<file path="config.mk">
export PLATFORM = sky130hd
export DESIGN_NAME = clock_face_writer_flat
export DESIGN_NICKNAME = d
export VERILOG_FILES = /design/src/rtl/clock_face_writer_if.sv /design/src/rtl/clock_face_writer.sv /design/src/flat_wrapper.sv
export SDC_FILE = /design/constraint.sdc
export NUM_CORES = 1
export LEC_CHECK = 0
export BUFFER_PORTS_ARGS = -buffer_cell sky130_fd_sc_hd__buf_2
export CAP_MARGIN = 20
export CORE_MARGIN = 10
export CORE_UTILIZATION = 45
export CTS_CLUSTER_DIAMETER = 30
export DETAILED_ROUTE_END_ITERATION = 12
export PLACE_DENSITY = 0.69
export REMOVE_ABC_BUFFERS = 1
export SLEW_MARGIN = 5
export SYNTH_ARGS = -nofsm -noshare
export SYNTH_HDL_FRONTEND = slang
export SYNTH_SLANG_ARGS = --single-unit
export TNS_END_PERCENT = 1
</file>
<file path="constraint.sdc">
create_clock -name clk -period 2.28 [get_ports clk]
set_clock_uncertainty 0.1 [all_clocks]
set_input_delay 0.342 -clock clk [delete_from_list [all_inputs] [get_ports clk]]
set_output_delay 0.342 -clock clk [all_outputs]
set_load 0.005 [all_outputs]
</file>
<file path="src/rtl/clock_face_writer_if.sv">
// Drawer-to-framebuffer bus for the clock face writer.
// master = writer side, slave = drawer/framebuffer side.
interface clock_face_writer_if;
   logic [10:0] src_x;
   logic [10:0] src_y;
   logic        src_done;
   logic        redraw;
   logic        src_reset;
   logic [10:0] x;
   logic [10:0] y;
   logic        pixel_color;
   logic        pixel_write;
   logic        frame_done;

   modport master (
      input  src_x, src_y, src_done, redraw,
      output src_reset, x, y, pixel_color, pixel_write, frame_done
   );

   modport slave (
      output src_x, src_y, src_done, redraw,
      input  src_reset, x, y, pixel_color, pixel_write, frame_done
   );
endinterface

</file>
<file path="src/rtl/clock_face_writer.sv">
// Clears the 1-bit framebuffer, releases the face drawer,
// then forwards its in-range, non-repeated pixels as writes.
module clock_face_writer #(
   parameter int   WIDTH  = 640,
   parameter int   HEIGHT = 480,
   parameter int   SETTLE = 2,
   parameter logic FG     = 1'b1
) (
   input  logic                  clk,
   input  logic                  reset,
   clock_face_writer_if.master   bus
);

   typedef enum logic [1:0] {
      S_CLEAR, S_SETTLE, S_DRAW, S_DONE
   } state_t;

   localparam logic [10:0] XMAX  = 11'(WIDTH - 1);
   localparam logic [10:0] YMAX  = 11'(HEIGHT - 1);
   localparam logic [10:0] W     = 11'(WIDTH);
   localparam logic [10:0] H     = 11'(HEIGHT);
   localparam logic [15:0] SLOAD = (SETTLE > 0) ? 16'(SETTLE - 1) : 16'd0;

   state_t      r_state;
   state_t      w_next;
   logic [10:0] r_cx;
   logic [10:0] r_cy;
   logic [15:0] r_cnt;
   logic [10:0] r_x;
   logic [10:0] r_y;
   logic        r_color;
   logic        r_write;
   logic        r_src_reset;
   logic        r_frame_done;
   logic        r_last_vld;

   logic        w_last_px;
   logic        w_hit;
   logic        w_wr;
   logic [10:0] w_wx;
   logic [10:0] w_wy;
   logic        w_col;

   assign w_last_px = (r_cx == XMAX) && (r_cy == YMAX);

   // r_x/r_y always hold the last DRAW write while r_last_vld is set
   assign w_hit = (bus.src_x < W) && (bus.src_y < H) && !bus.src_done &&
                  !(r_last_vld && bus.src_x == r_x && bus.src_y == r_y);

   always_ff @(posedge clk) begin
      if (!reset) r_state <= S_CLEAR;
      else        r_state <= w_next;
   end

   always_comb begin
      w_next = r_state;
      unique case (r_state)
         S_CLEAR:
            if (w_last_px) w_next = (SETTLE == 0) ? S_DRAW : S_SETTLE;
         S_SETTLE:
            if (r_cnt == 16'd0) w_next = S_DRAW;
         S_DRAW:
            if (bus.redraw)        w_next = S_CLEAR;
            else if (bus.src_done) w_next = S_DONE;
         S_DONE:
            if (bus.redraw) w_next = S_CLEAR;
         default: w_next = S_CLEAR;
      endcase
   end

   always_comb begin
      w_wr  = 1'b0;
      w_wx  = r_cx;
      w_wy  = r_cy;
      w_col = 1'b0;
      unique case (r_state)
         S_CLEAR: w_wr = 1'b1;
         S_DRAW: begin
            if (w_hit) begin
               w_wr  = 1'b1;
               w_wx  = bus.src_x;
               w_wy  = bus.src_y;
               w_col = FG;
            end
         end
         default: w_wr = 1'b0;
      endcase
   end

   always_ff @(posedge clk) begin
      if (!reset) begin
         r_cx         <= '0;
         r_cy         <= '0;
         r_cnt        <= '0;
         r_x          <= '0;
         r_y          <= '0;
         r_color      <= 1'b0;
         r_write      <= 1'b0;
         r_src_reset  <= 1'b1;
         r_frame_done <= 1'b0;
         r_last_vld   <= 1'b0;
      end else begin
         r_write <= w_wr;
         if (w_wr) begin
            r_x     <= w_wx;
            r_y     <= w_wy;
            r_color <= w_col;
         end
         // stays high through the last clear write, rises at once on redraw
         r_src_reset  <= (r_state == S_CLEAR) || (w_next == S_CLEAR);
         r_frame_done <= (w_next == S_DONE);
         if (r_state == S_CLEAR) begin
            if (r_cx == XMAX) begin
               r_cx <= '0;
               r_cy <= (r_cy == YMAX) ? 11'd0 : r_cy + 11'd1;
            end else begin
               r_cx <= r_cx + 11'd1;
            end
         end else begin
            r_cx <= '0;
            r_cy <= '0;
         end
         if (r_state != S_SETTLE)  r_cnt <= SLOAD;
         else if (r_cnt != 16'd0)  r_cnt <= r_cnt - 16'd1;
         if (r_state != S_DRAW)    r_last_vld <= 1'b0;
         else if (w_wr)            r_last_vld <= 1'b1;
      end
   end

   assign bus.src_reset   = r_src_reset;
   assign bus.x           = r_x;
   assign bus.y           = r_y;
   assign bus.pixel_color = r_color;
   assign bus.pixel_write = r_write;
   assign bus.frame_done  = r_frame_done;

endmodule

</file>
<file path="src/flat_wrapper.sv">
// flat-port wrapper written by rule: the top's interface ports become plain ports
module clock_face_writer_flat 
#(
   parameter int   WIDTH  = 640,
   parameter int   HEIGHT = 480,
   parameter int   SETTLE = 2,
   parameter logic FG     = 1'b1
)
  (clk, reset, bus_src_x, bus_src_y, bus_src_done, bus_redraw, bus_src_reset, bus_x, bus_y, bus_pixel_color, bus_pixel_write, bus_frame_done);
  clock_face_writer_if bus_i ();
  input  logic clk;
  input  logic reset;
  input wire logic [$bits(bus_i.src_x)-1:0] bus_src_x;
  input wire logic [$bits(bus_i.src_y)-1:0] bus_src_y;
  input wire logic [$bits(bus_i.src_done)-1:0] bus_src_done;
  input wire logic [$bits(bus_i.redraw)-1:0] bus_redraw;
  output wire logic [$bits(bus_i.src_reset)-1:0] bus_src_reset;
  output wire logic [$bits(bus_i.x)-1:0] bus_x;
  output wire logic [$bits(bus_i.y)-1:0] bus_y;
  output wire logic [$bits(bus_i.pixel_color)-1:0] bus_pixel_color;
  output wire logic [$bits(bus_i.pixel_write)-1:0] bus_pixel_write;
  output wire logic [$bits(bus_i.frame_done)-1:0] bus_frame_done;
  assign bus_i.src_x = bus_src_x;
  assign bus_i.src_y = bus_src_y;
  assign bus_i.src_done = bus_src_done;
  assign bus_i.redraw = bus_redraw;
  assign bus_src_reset = bus_i.src_reset;
  assign bus_x = bus_i.x;
  assign bus_y = bus_i.y;
  assign bus_pixel_color = bus_i.pixel_color;
  assign bus_pixel_write = bus_i.pixel_write;
  assign bus_frame_done = bus_i.frame_done;
  clock_face_writer #(.WIDTH(WIDTH), .HEIGHT(HEIGHT), .SETTLE(SETTLE), .FG(FG)) u_core (.clk(clk), .reset(reset), .bus(bus_i));
endmodule
</file>
==> impl_metrics.env, run 1 <==
export IMPL_run_status="completed"
export IMPL_ys_ff_latch=67
export IMPL_gr_total_overflow=0
export IMPL_synth_distinct_cells=48
export IMPL_path_class="reg -> reg"
export IMPL_die_width_um=108.2
export IMPL_maxCapViolations=0
export IMPL_postPlaceCellArea_um2=3999
export IMPL_vdd_ir_drop_max_mv=0.2677
export IMPL_place_detailed_instances=554
export IMPL_dr_first_iter_drc_count=147
export IMPL_rows=32
export IMPL_drt_wirelength_per_cell_um=15.81
export IMPL_seq_area_frac_synth_pct=38.31
export IMPL_remaining_drc_errors=0
export IMPL_holdCritPathClass="in -> reg"
export IMPL_number_of_antenna_violations_at_the_first_check_in_global_routing=0
export IMPL_clock_transition_at_path_regs_ns=0.07
export IMPL_seqPwrFrac_pct=51.6
export IMPL_arrival_ns=2.32
export IMPL_clock_insertion_delay_worst_skew_ns=0.34
export IMPL_synth_async_sr_flop_share_pct=0
export IMPL_power_per_cell_area_nw_per_um2=550.7
export IMPL_power_share_switching_pct=23.90
export IMPL_synthesis_area_per_instance_um2=8.863
export IMPL_port_buffers=51
export IMPL_dp_hpwl_mm=6.915
export IMPL_antenna_cells_inserted=0
export IMPL_totalWireLength_mm=8.994
export IMPL_synthDominantAreaCellType="dfxtp_1"
export IMPL_grt_setup_unrepaired="false"
export IMPL_p_leak_uw=0.001790
export IMPL_internal_power_uw=1753
export IMPL_antenna_left=0
export IMPL_maximum_number_of_pins_on_one_net_before_global_route_repair=18
export IMPL_hold_viol=0
export IMPL_post_route_cell_area_um2=4183
export IMPL_cts_post_setup_buffers_inserted=0
export IMPL_synth_compound_area_share_pct=17.69
export IMPL_cts_repair_resized=0
export IMPL_final_layout_size_suffix_gt1_share_pct=25.70
export IMPL_clock_power_share_pct=40.7
export IMPL_areaGrowthSynthToFinish_pct=19.48
export IMPL_nets=493
export IMPL_netlist_top_cells_area="dfxtp_1, a221oi_2, xnor2_1"
export IMPL_synth_top_area_share_pct=38.31
export IMPL_final_non_filler_cells=569
export IMPL_total_core_area_um2=7647
export IMPL_yosys_mux_area_fraction_pct=0
export IMPL_first_global_vias=3000
export IMPL_tritoncts_num_sinks=67
export IMPL_grt_first_pass_wirelength_mm=14.92
export IMPL_post_synth_edffs=0
export IMPL_place_gp_congestion=0.8573
export IMPL_synth_top_family_by_area="simple AND/OR/NAND/NOR gates"
export IMPL_synthCells=395
export IMPL_routed_via_count=3065
export IMPL_tritoncts="yes"
export IMPL_worst_max_slew_margin_expressed_relative_to_the_limit_pct=55.28
export IMPL_setup_worst_path_start_class="flop"
export IMPL_chipHeight_um=108.2
export IMPL_post_synth_and_or_nand_nor_area_fraction_pct=24.66
export IMPL_setup_viol=0
export IMPL_synth_xor_xnor_area_share_pct=12.76
export IMPL_initial_core_util_pct=45.78
export IMPL_track_usage_pct=15.89
export IMPL_floorplan_die_area_um2=11710
export IMPL_numCtsBuffers=9
export IMPL_clockRootBuffer="clkbuf_8"
export IMPL_fmaxAchievable_ghz=0.4604
export IMPL_top_level_ports=52
export IMPL_yosysWarningCount=0
export IMPL_power_switching_uw=550.5
export IMPL_synth_flop_cell="dfxtp_1"
export IMPL_end_kind="flop"
export IMPL_cts_htree_levels=3
export IMPL_cp_data_required_time_ns=2.43
export IMPL_post_route_period_util_pct=95.26
export IMPL_worst_slew_pin_slew_ns=0.6539
export IMPL_cts_hold_repair_buffers=0
export IMPL_drtPass1Iterations=5
export IMPL_max_clock_path_buffers=2
export IMPL_detailed_route_vias_per_instance=5.387
export IMPL_timing_critical_path_fanout_max=5
export IMPL_fin_crit_ns=2.172
export IMPL_syn_area_um2=3501
export IMPL_combinational_fraction_of_design_power_pct=7.7
export IMPL_post_synth_adder_cell_area_pct=1.430
export IMPL_final_max_slew_viol_count=0
-- per-layer routing --
metal  global-route usage [%]  part of all wire (%)  wire length [µm]  vias to the layer above
li1                         -                     -                 -                     1531
met1                    20.82                    47              4183                     1435
met2                    24.74                    46              4158                       90
met3                    3.926                   5.9               532                        9
met4                    5.725                   1.3               121                        0
met5                        0                     0                 0                        -
-- cells in the mapped netlist (2+ instances only) --
library cell,n
and3_1,3
buf_2,3
nor2b_1,3
and2_1,2
a221oi_2,19
xnor2_1,30
a211oi_1,4
buf_6,2
a2111oi_0,3
inv_1,26
o21ai_0,23
nor4_4,2
nor4b_1,3
nor3_1,7
nor4_1,3
nand4_1,11
a21oi_1,9
or3_1,8
and4_1,3
dfxtp_1,67
nand2b_1,3
nand2_1,16
nor2_1,58
xor2_1,21
or4_4,2
clkbuf_1,12
nand3_1,26
ha_1,4
o211ai_1,3
-- layout make-up --
| class | count | area [µm²] |
|---|---|---|
| flip-flops and latches | 67 | 1341 |
| clock inverters | 3 | 40.04 |
| fillers | 718 | 3465 |
| well taps | 102 | 127.6 |
| repair buffers | 74 | 440.4 |
| inverters | 26 | 97.59 |
| multi-input cells | 285 | 2001 |
| clock buffers | 12 | 135.1 |
-- per-stage QoR --
step	util, %	total power, µW	TNS, ns	worst slack, ns	hold slack (ns)
2_1_floorplan	-	1311	-16.38	-0.8218	0.3138
3_3_place_gp	52.29	1388	0	0.08551	0.3595
3_5_place_dp	52.29	1392	0	0.02283	0.3679
4_1_cts	54.58	2318	0	0.06863	0.1231
5_1_grt	54.70	2393	0	0.01365	0.1416
6_report	54.70	2303	0	0.1080	0.1289
-- cells by family after synthesis --
group / Yosys count
buffers and inverters: 43
flip-flops: 67
XOR/XNOR: 51
adder cells (fa/ha/maj): 4
AND/OR/NAND/NOR: 160
AO/OA/AOI/OAI: 70
-- flip-flops by register name, summed over array words and instances, names as in the netlist, 2 cells and up --
signal,count
u_core.bus.x,11
u_core.bus.y,11
u_core.r_cnt,16
u_core.r_cx,11
u_core.r_cy,11
u_core.r_state,2
-- power groups by stage --
stage                     logic, µW  clock network (µW)  registers [µW]
after detailed placement        176                   0            1220
after global placement          173                   0            1220
after CTS                       177                 953            1190
final                           177                 937            1190
after floorplan                97.2                   0            1210
after global routing            196                1010            1190
-- cell usage in the layout (no fill, tap or decap), types with 4 or more instances in the layout --
master	n
clkbuf_8	9
a211oi_1	4
nand2_1	16
inv_1	26
buf_4	22
nor2_1	58
nand3_1	26
xor2_1	21
nor3_1	7
buf_2	51
nand4_1	11
dfxtp_1	67
a221oi_2	19
o21ai_0	23
a21oi_1	9
xnor2_1	30
ha_1	4
or3_1	8
-- worst paths after layout --
kind | start | endpoint | slack (ns) | depth (start not counted)
setup reg to reg | u_core.bus.y[9] | u_core.bus.y[0] | 0.11 | 6
hold reg to reg | u_core.r_cx[0] | u_core.r_cx[0] | 0.39 | 1
hold / removal | bus_redraw | u_core.bus.src_reset | 0.13 | 3
setup / recovery | u_core.bus.y[9] | u_core.bus.y[0] | 0.11 | 6
-- critical path: stages (launching register included) --
cell and delay [ns]:
dfxtp_1 0.35, xor2_1 0.20, or4_4 0.56, nor4_4 0.24
a2111oi_4 0.17, buf_4 0.20, a221oi_2 0.27
Power figures use the tool's default switching activity.
==> inputs of run 2 (changes only) <==
--- a/config.mk
+++ b/config.mk
@@ -11,6 +11,7 @@
 export CORE_UTILIZATION = 45
 export CTS_CLUSTER_DIAMETER = 30
 export DETAILED_ROUTE_END_ITERATION = 12
+export MAX_ROUTING_LAYER = met4
 export PLACE_DENSITY = 0.69
 export REMOVE_ABC_BUFFERS = 1
 export SLEW_MARGIN = 5
==> impl_metrics.env, run 2 (synthesis gave the netlist of run 1 again) <==
export IMPL_footprint_of_the_multi_input_gates_um2=2001
export IMPL_final_layout_size_suffix_gt1_share_pct=25.70
export IMPL_initial_core_util_pct=45.78
export IMPL_combinational_fraction_of_design_power_pct=7.7
export IMPL_internal_power_uw=1753
export IMPL_final_cell_mix="dfxtp_1, nor2_1, buf_2"
export IMPL_remaining_drc_errors=0
export IMPL_antenna_cells_inserted=0
export IMPL_chipHeight_um=108.2
export IMPL_totalWireLength_mm=8.988
export IMPL_floorplan_die_area_um2=11710
export IMPL_routed_via_count=3038
export IMPL_cts_htree_levels=3
export IMPL_clockRootBuffer="clkbuf_8"
export IMPL_tritoncts_num_sinks=67
export IMPL_die_width_um=108.2
export IMPL_tritoncts="yes"
export IMPL_detailed_route_vias_per_instance=5.339
export IMPL_first_global_vias=2991
export IMPL_end_kind="flop"
export IMPL_power_per_cell_area_nw_per_um2=550.2
export IMPL_clock_insertion_delay_worst_skew_ns=0.34
export IMPL_p_leak_uw=0.001790
export IMPL_timing_hold_ws_ns=0.1289
export IMPL_final_max_slew_viol_count=0
export IMPL_gr_total_overflow=0
export IMPL_maxCapViolations=0
export IMPL_max_clock_path_buffers=2
export IMPL_grt_setup_unrepaired="false"
export IMPL_setup_viol=0
export IMPL_drt_wirelength_per_cell_um=15.80
export IMPL_cts_repair_resized=0
export IMPL_cp_data_required_time_ns=2.43
export IMPL_largest_register_ffs=16
export IMPL_cts_post_setup_buffers_inserted=0
export IMPL_port_buffers=51
export IMPL_clock_transition_at_path_regs_ns=0.07
export IMPL_design_power_total_uw=2301
export IMPL_hold_viol=0
export IMPL_worst_slew_pin_slew_ns=0.6521
export IMPL_dr_first_iter_drc_count=150
export IMPL_total_core_area_um2=7647
export IMPL_regMostFlops="u_core.r_cnt"
export IMPL_worst_max_slew_margin_expressed_relative_to_the_limit_pct=55.41
export IMPL_nets=493
export IMPL_area_sequential_um2=1341
export IMPL_vdd_ir_drop_max_mv=0.2680
export IMPL_hold_depth=3
export IMPL_maximum_number_of_pins_on_one_net_before_global_route_repair=18
export IMPL_path_class="reg -> reg"
export IMPL_seqPwrFrac_pct=51.7
export IMPL_areaGrowthSynthToFinish_pct=19.48
export IMPL_clock_power_share_pct=40.6
export IMPL_run_status="completed"
export IMPL_arrival_ns=2.33
export IMPL_rows=32
export IMPL_numCtsBuffers=9
export IMPL_fillerInstances=718
export IMPL_setup_worst_path_start_class="flop"
export IMPL_ff2ff_path_depth=6
export IMPL_number_of_antenna_violations_at_the_first_check_in_global_routing=0
export IMPL_drtPass1Iterations=5
export IMPL_top_level_ports=52
export IMPL_place_gp_congestion=0.8710
export IMPL_timing_critical_path_fanout_max=5
export IMPL_setup_total_negative_slack_ns=0
export IMPL_final_common_cell="dfxtp_1"
export IMPL_power_share_switching_pct=23.83
export IMPL_fmaxAchievable_ghz=0.4597
export IMPL_dp_hpwl_mm=6.915
export IMPL_post_route_period_util_pct=95.41
export IMPL_track_usage_pct=16.39
export IMPL_holdCritPathClass="in -> reg"
export IMPL_fin_crit_ns=2.175
export IMPL_antenna_left=0
export IMPL_grt_first_pass_wirelength_mm=14.96
export IMPL_power_switching_uw=548.5
export IMPL_cts_hold_repair_buffers=0
[run 2: cell counts in the layout (fill, tap and decap cells not counted)]
Identical to the previous run, type by type.
[run 2: layer usage]
metal  vias up  GRT usage, %  share of wire [%]
li1       1531             -                  -
met1      1419         21.27                 48
met2        79         24.66                 46
met3         9         3.391                4.8
met4         0         5.725                1.4
met5         -             -                  0
[run 2: layout make-up]
class | instances | share of cell area (%)
multi-input cells | 285 | 47.83
flip-flops and latches | 67 | 32.07
repair buffers | 74 | 10.53
clock buffers | 12 | 3.231
well taps | 102 | 3.051
inverters | 26 | 2.333
clock inverters | 3 | 0.9572
[run 2: worst paths after layout]
path                         from              endpoint  slack [ns]
setup / recovery  u_core.bus.y[9]       u_core.bus.y[0]        0.10
hold reg to reg    u_core.r_cx[0]        u_core.r_cx[0]        0.39
hold / removal         bus_redraw  u_core.bus.src_reset        0.13
setup reg to reg  u_core.bus.y[9]       u_core.bus.y[0]        0.10
[run 2: critical path: stages (launching register included)]
cell       delay [ns]
dfxtp_1          0.35
xor2_1           0.20
or4_4            0.56
nor4_4           0.24
a2111oi_4        0.17
buf_4            0.20
a221oi_2         0.27
[run 2: metrics by stage]
step,setup slack (ns),utilization (%),instance area [µm²],instances
5_1_grt,0.01365,54.70,4183,569
6_report,0.1047,54.70,4183,569
3_5_place_dp,0.02283,52.29,3999,554
3_3_place_gp,0.08551,52.29,3999,554
2_1_floorplan,-0.8218,-,3418,378
4_1_cts,0.06863,54.58,4174,569
[run 2: power by group through the flow]
stage	Clock, µW	Sequential [µW]	Combinational, µW
2_1_floorplan	0	1210	97.2
3_3_place_gp	0	1220	173
3_5_place_dp	0	1220	176
4_1_cts	953	1190	177
5_1_grt	1010	1190	196
6_report	935	1190	177
==> inputs of run 3 (changes only) <==
--- a/config.mk
+++ b/config.mk
@@ -9,10 +9,11 @@
 export CAP_MARGIN = 20
 export CORE_MARGIN = 10
 export CORE_UTILIZATION = 45
+export CTS_BUF_LIST = sky130_fd_sc_hd__clkbuf_4
 export CTS_CLUSTER_DIAMETER = 30
 export DETAILED_ROUTE_END_ITERATION = 12
 export MAX_ROUTING_LAYER = met4
-export PLACE_DENSITY = 0.69
+export PLACE_DENSITY = 0.72
 export REMOVE_ABC_BUFFERS = 1
 export SLEW_MARGIN = 5
 export SYNTH_ARGS = -nofsm -noshare
==> constraint.sdc (replaced) <==
create_clock -name clk -period 1.87 [get_ports clk]
set_clock_uncertainty 0.1 [all_clocks]
set_input_delay 0.2805 -clock clk [delete_from_list [all_inputs] [get_ports clk]]
set_output_delay 0.2805 -clock clk [all_outputs]
set_load 0.005 [all_outputs]
==> impl_metrics.env, run 3 (synthesis gave the netlist of run 1 again) <==
export IMPL_run_status="finished with violations"
export IMPL_violated_checks="setup timing"
export IMPL_tritoncts="yes"
export IMPL_cts_post_setup_buffers_inserted=0
export IMPL_initial_core_util_pct=45.78
export IMPL_numCtsBuffers=9
export IMPL_cp_data_required_time_ns=2.12
export IMPL_post_route_period_util_pct=111.3
export IMPL_setup_viol=36
export IMPL_fillerInstances=626
export IMPL_antenna_left=0
export IMPL_ff2ff_path_depth=6
export IMPL_p_leak_uw=0.002195
export IMPL_crit_reg2reg_launch="u_core.bus.y[9]"
export IMPL_worstSetupPathDepth=6
export IMPL_nets=570
export IMPL_maximum_number_of_pins_on_one_net_before_global_route_repair=22
export IMPL_cts_htree_levels=3
export IMPL_final_layout_size_suffix_gt1_share_pct=40.00
export IMPL_largest_register_ffs=16
export IMPL_detailed_route_vias_per_instance=5.261
export IMPL_totalWireLength_mm=10.09
export IMPL_rows=32
export IMPL_chipHeight_um=108.2
export IMPL_setup_ws_post_layout_ns=-0.2121
export IMPL_vdd_ir_drop_max_mv=0.2601
export IMPL_hold_viol=0
export IMPL_antenna_cells_inserted=0
export IMPL_drt_wirelength_per_cell_um=15.59
export IMPL_maxCapViolations=0
export IMPL_crit_path_end="u_core.bus.y[3]"
export IMPL_number_of_antenna_violations_at_the_first_check_in_global_routing=0
export IMPL_final_non_filler_cells=647
export IMPL_power_switching_uw=720.5
export IMPL_routed_via_count=3404
export IMPL_fmaxAchievable_ghz=0.4803
export IMPL_regMostFlops="u_core.r_cnt"
export IMPL_cp_num_buf_inv=1
export IMPL_seqPwrFrac_pct=53.2
export IMPL_place_detailed_instances=629
export IMPL_preCtsSetupSlack_ns=-0.2718
export IMPL_gr_total_overflow=0
export IMPL_worst_max_slew_margin_expressed_relative_to_the_limit_pct=71.02
export IMPL_post_route_cell_area_um2=4865
export IMPL_worst_slew_pin_slew_ns=0.4347
export IMPL_critical_path_max_stage_delay_ns=0.55
export IMPL_dr_first_iter_drc_count=160
export IMPL_worst_setup_path_startpoint="u_core.bus.y[9]"
export IMPL_dp_hpwl_mm=7.914
export IMPL_first_global_vias=3514
export IMPL_top_level_ports=52
export IMPL_total_core_area_um2=7647
export IMPL_areaGrowthSynthToFinish_pct=38.96
export IMPL_grt_setup_unrepaired="true"
export IMPL_track_usage_pct=18.28
export IMPL_floorplan_die_area_um2=11710
export IMPL_clock_power_share_pct=35.7
export IMPL_r2r_end="u_core.bus.y[3]"
export IMPL_arrival_ns=2.33
export IMPL_end_kind="flop"
export IMPL_timing_critical_path_fanout_max=12
export IMPL_combinational_fraction_of_design_power_pct=11.1
export IMPL_drtPass1Iterations=4
export IMPL_power_share_switching_pct=26.55
export IMPL_holdCritPathClass="in -> reg"
export IMPL_port_buffers=51
export IMPL_setup_worst_path_start_class="flop"
export IMPL_place_gp_congestion=0.9086
export IMPL_max_clock_path_buffers=2
export IMPL_critical_path_top_delay_family="simple AND/OR/NAND/NOR gates"
export IMPL_clock_transition_at_path_regs_ns=0.12
export IMPL_fin_crit_ns=2.082
export IMPL_crit_path_cell_trace="xor2_2, or4_4, nor4_4, a2111oi_4, buf_12, a221oi_2"
export IMPL_path_class="reg -> reg"
export IMPL_design_power_total_uw=2714
export IMPL_critical_path_slowest_cell="or4_4"
export IMPL_final_common_cell="buf_4"
export IMPL_remaining_drc_errors=0
export IMPL_final_max_slew_viol_count=0
export IMPL_die_width_um=108.2
export IMPL_internal_power_uw=1994
export IMPL_postPlaceCellArea_um2=4574
export IMPL_timing_reg2reg_setup_slack_ns=-0.21
export IMPL_grt_first_pass_wirelength_mm=16.75
export IMPL_power_per_cell_area_nw_per_um2=558.0
export IMPL_tritoncts_num_sinks=67
export IMPL_clockRootBuffer="clkbuf_4"
export IMPL_final_cell_mix="buf_4, dfxtp_1, nor2_1"
export IMPL_clock_insertion_delay_worst_skew_ns=0.43
[run 3: through the flow]
stage,setup TNS [ns],utilization (%),hold slack [ns]
6_report,-4.328,63.61,0.01534
5_1_grt,-7.887,63.61,0.004407
4_1_cts,-4.117,62.66,0.0006112
3_5_place_dp,-6.823,59.82,0.3863
3_3_place_gp,-5.099,59.82,0.3621
2_1_floorplan,-26.23,-,0.2523
[run 3: worst min-delay path by stage]
stage,depth (start not counted),slack [ns],endpoint,from
floorplan,1,0.25,u_core.bus.src_reset,reset
global placement,2,0.36,u_core.r_cnt[15],u_core.r_cnt[15]
detailed placement,2,0.39,u_core.r_last_vld,u_core.r_last_vld
CTS,3,0.0006,u_core.bus.y[0],bus_src_y[0]
global route,3,0.004,u_core.bus.y[7],bus_src_y[7]
finish,3,0.02,u_core.bus.y[7],bus_src_y[7]
[run 3: layout make-up]
class	count	area, µm²	area share, %
clock inverters	7	68.82	1.415
flip-flops and latches	67	1349	27.73
repair buffers	151	1044	21.45
clock buffers	9	67.56	1.389
well taps	102	127.6	2.623
inverters	26	97.59	2.006
multi-input cells	285	2111	43.39
[run 3: tightest hold or removal path, delay by kind of cell]
family | cells | cell delay [ns]
compound gates | 1 | 0.05
buf+inv | 2 | 0.18
[run 3: repair_timing]
action	4_1_cts	5_1_grt
resized for setup	17	14
hold endpoints to repair	2	0
pin swaps	13	3
hold buffers	2	0
setup endpoints to repair	43	53
[run 3: per-layer routing]
| metal | track usage (%) | part of all wire [%] |
|---|---|---|
| met1 | 20.00 | 42 |
| met2 | 31.64 | 52 |
| met3 | 3.450 | 4.5 |
| met4 | 7.824 | 2.0 |
| met5 | - | 0 |
[run 3: power groups by stage]
stage                     logic [µW]  registers [µW]  clock network [µW]
final                            301            1440                 969
after detailed placement         285            1480                   0
after global routing             327            1450                1040
after CTS                        294            1440                 985
after global placement           278            1480                   0
after floorplan                  119            1480                   0
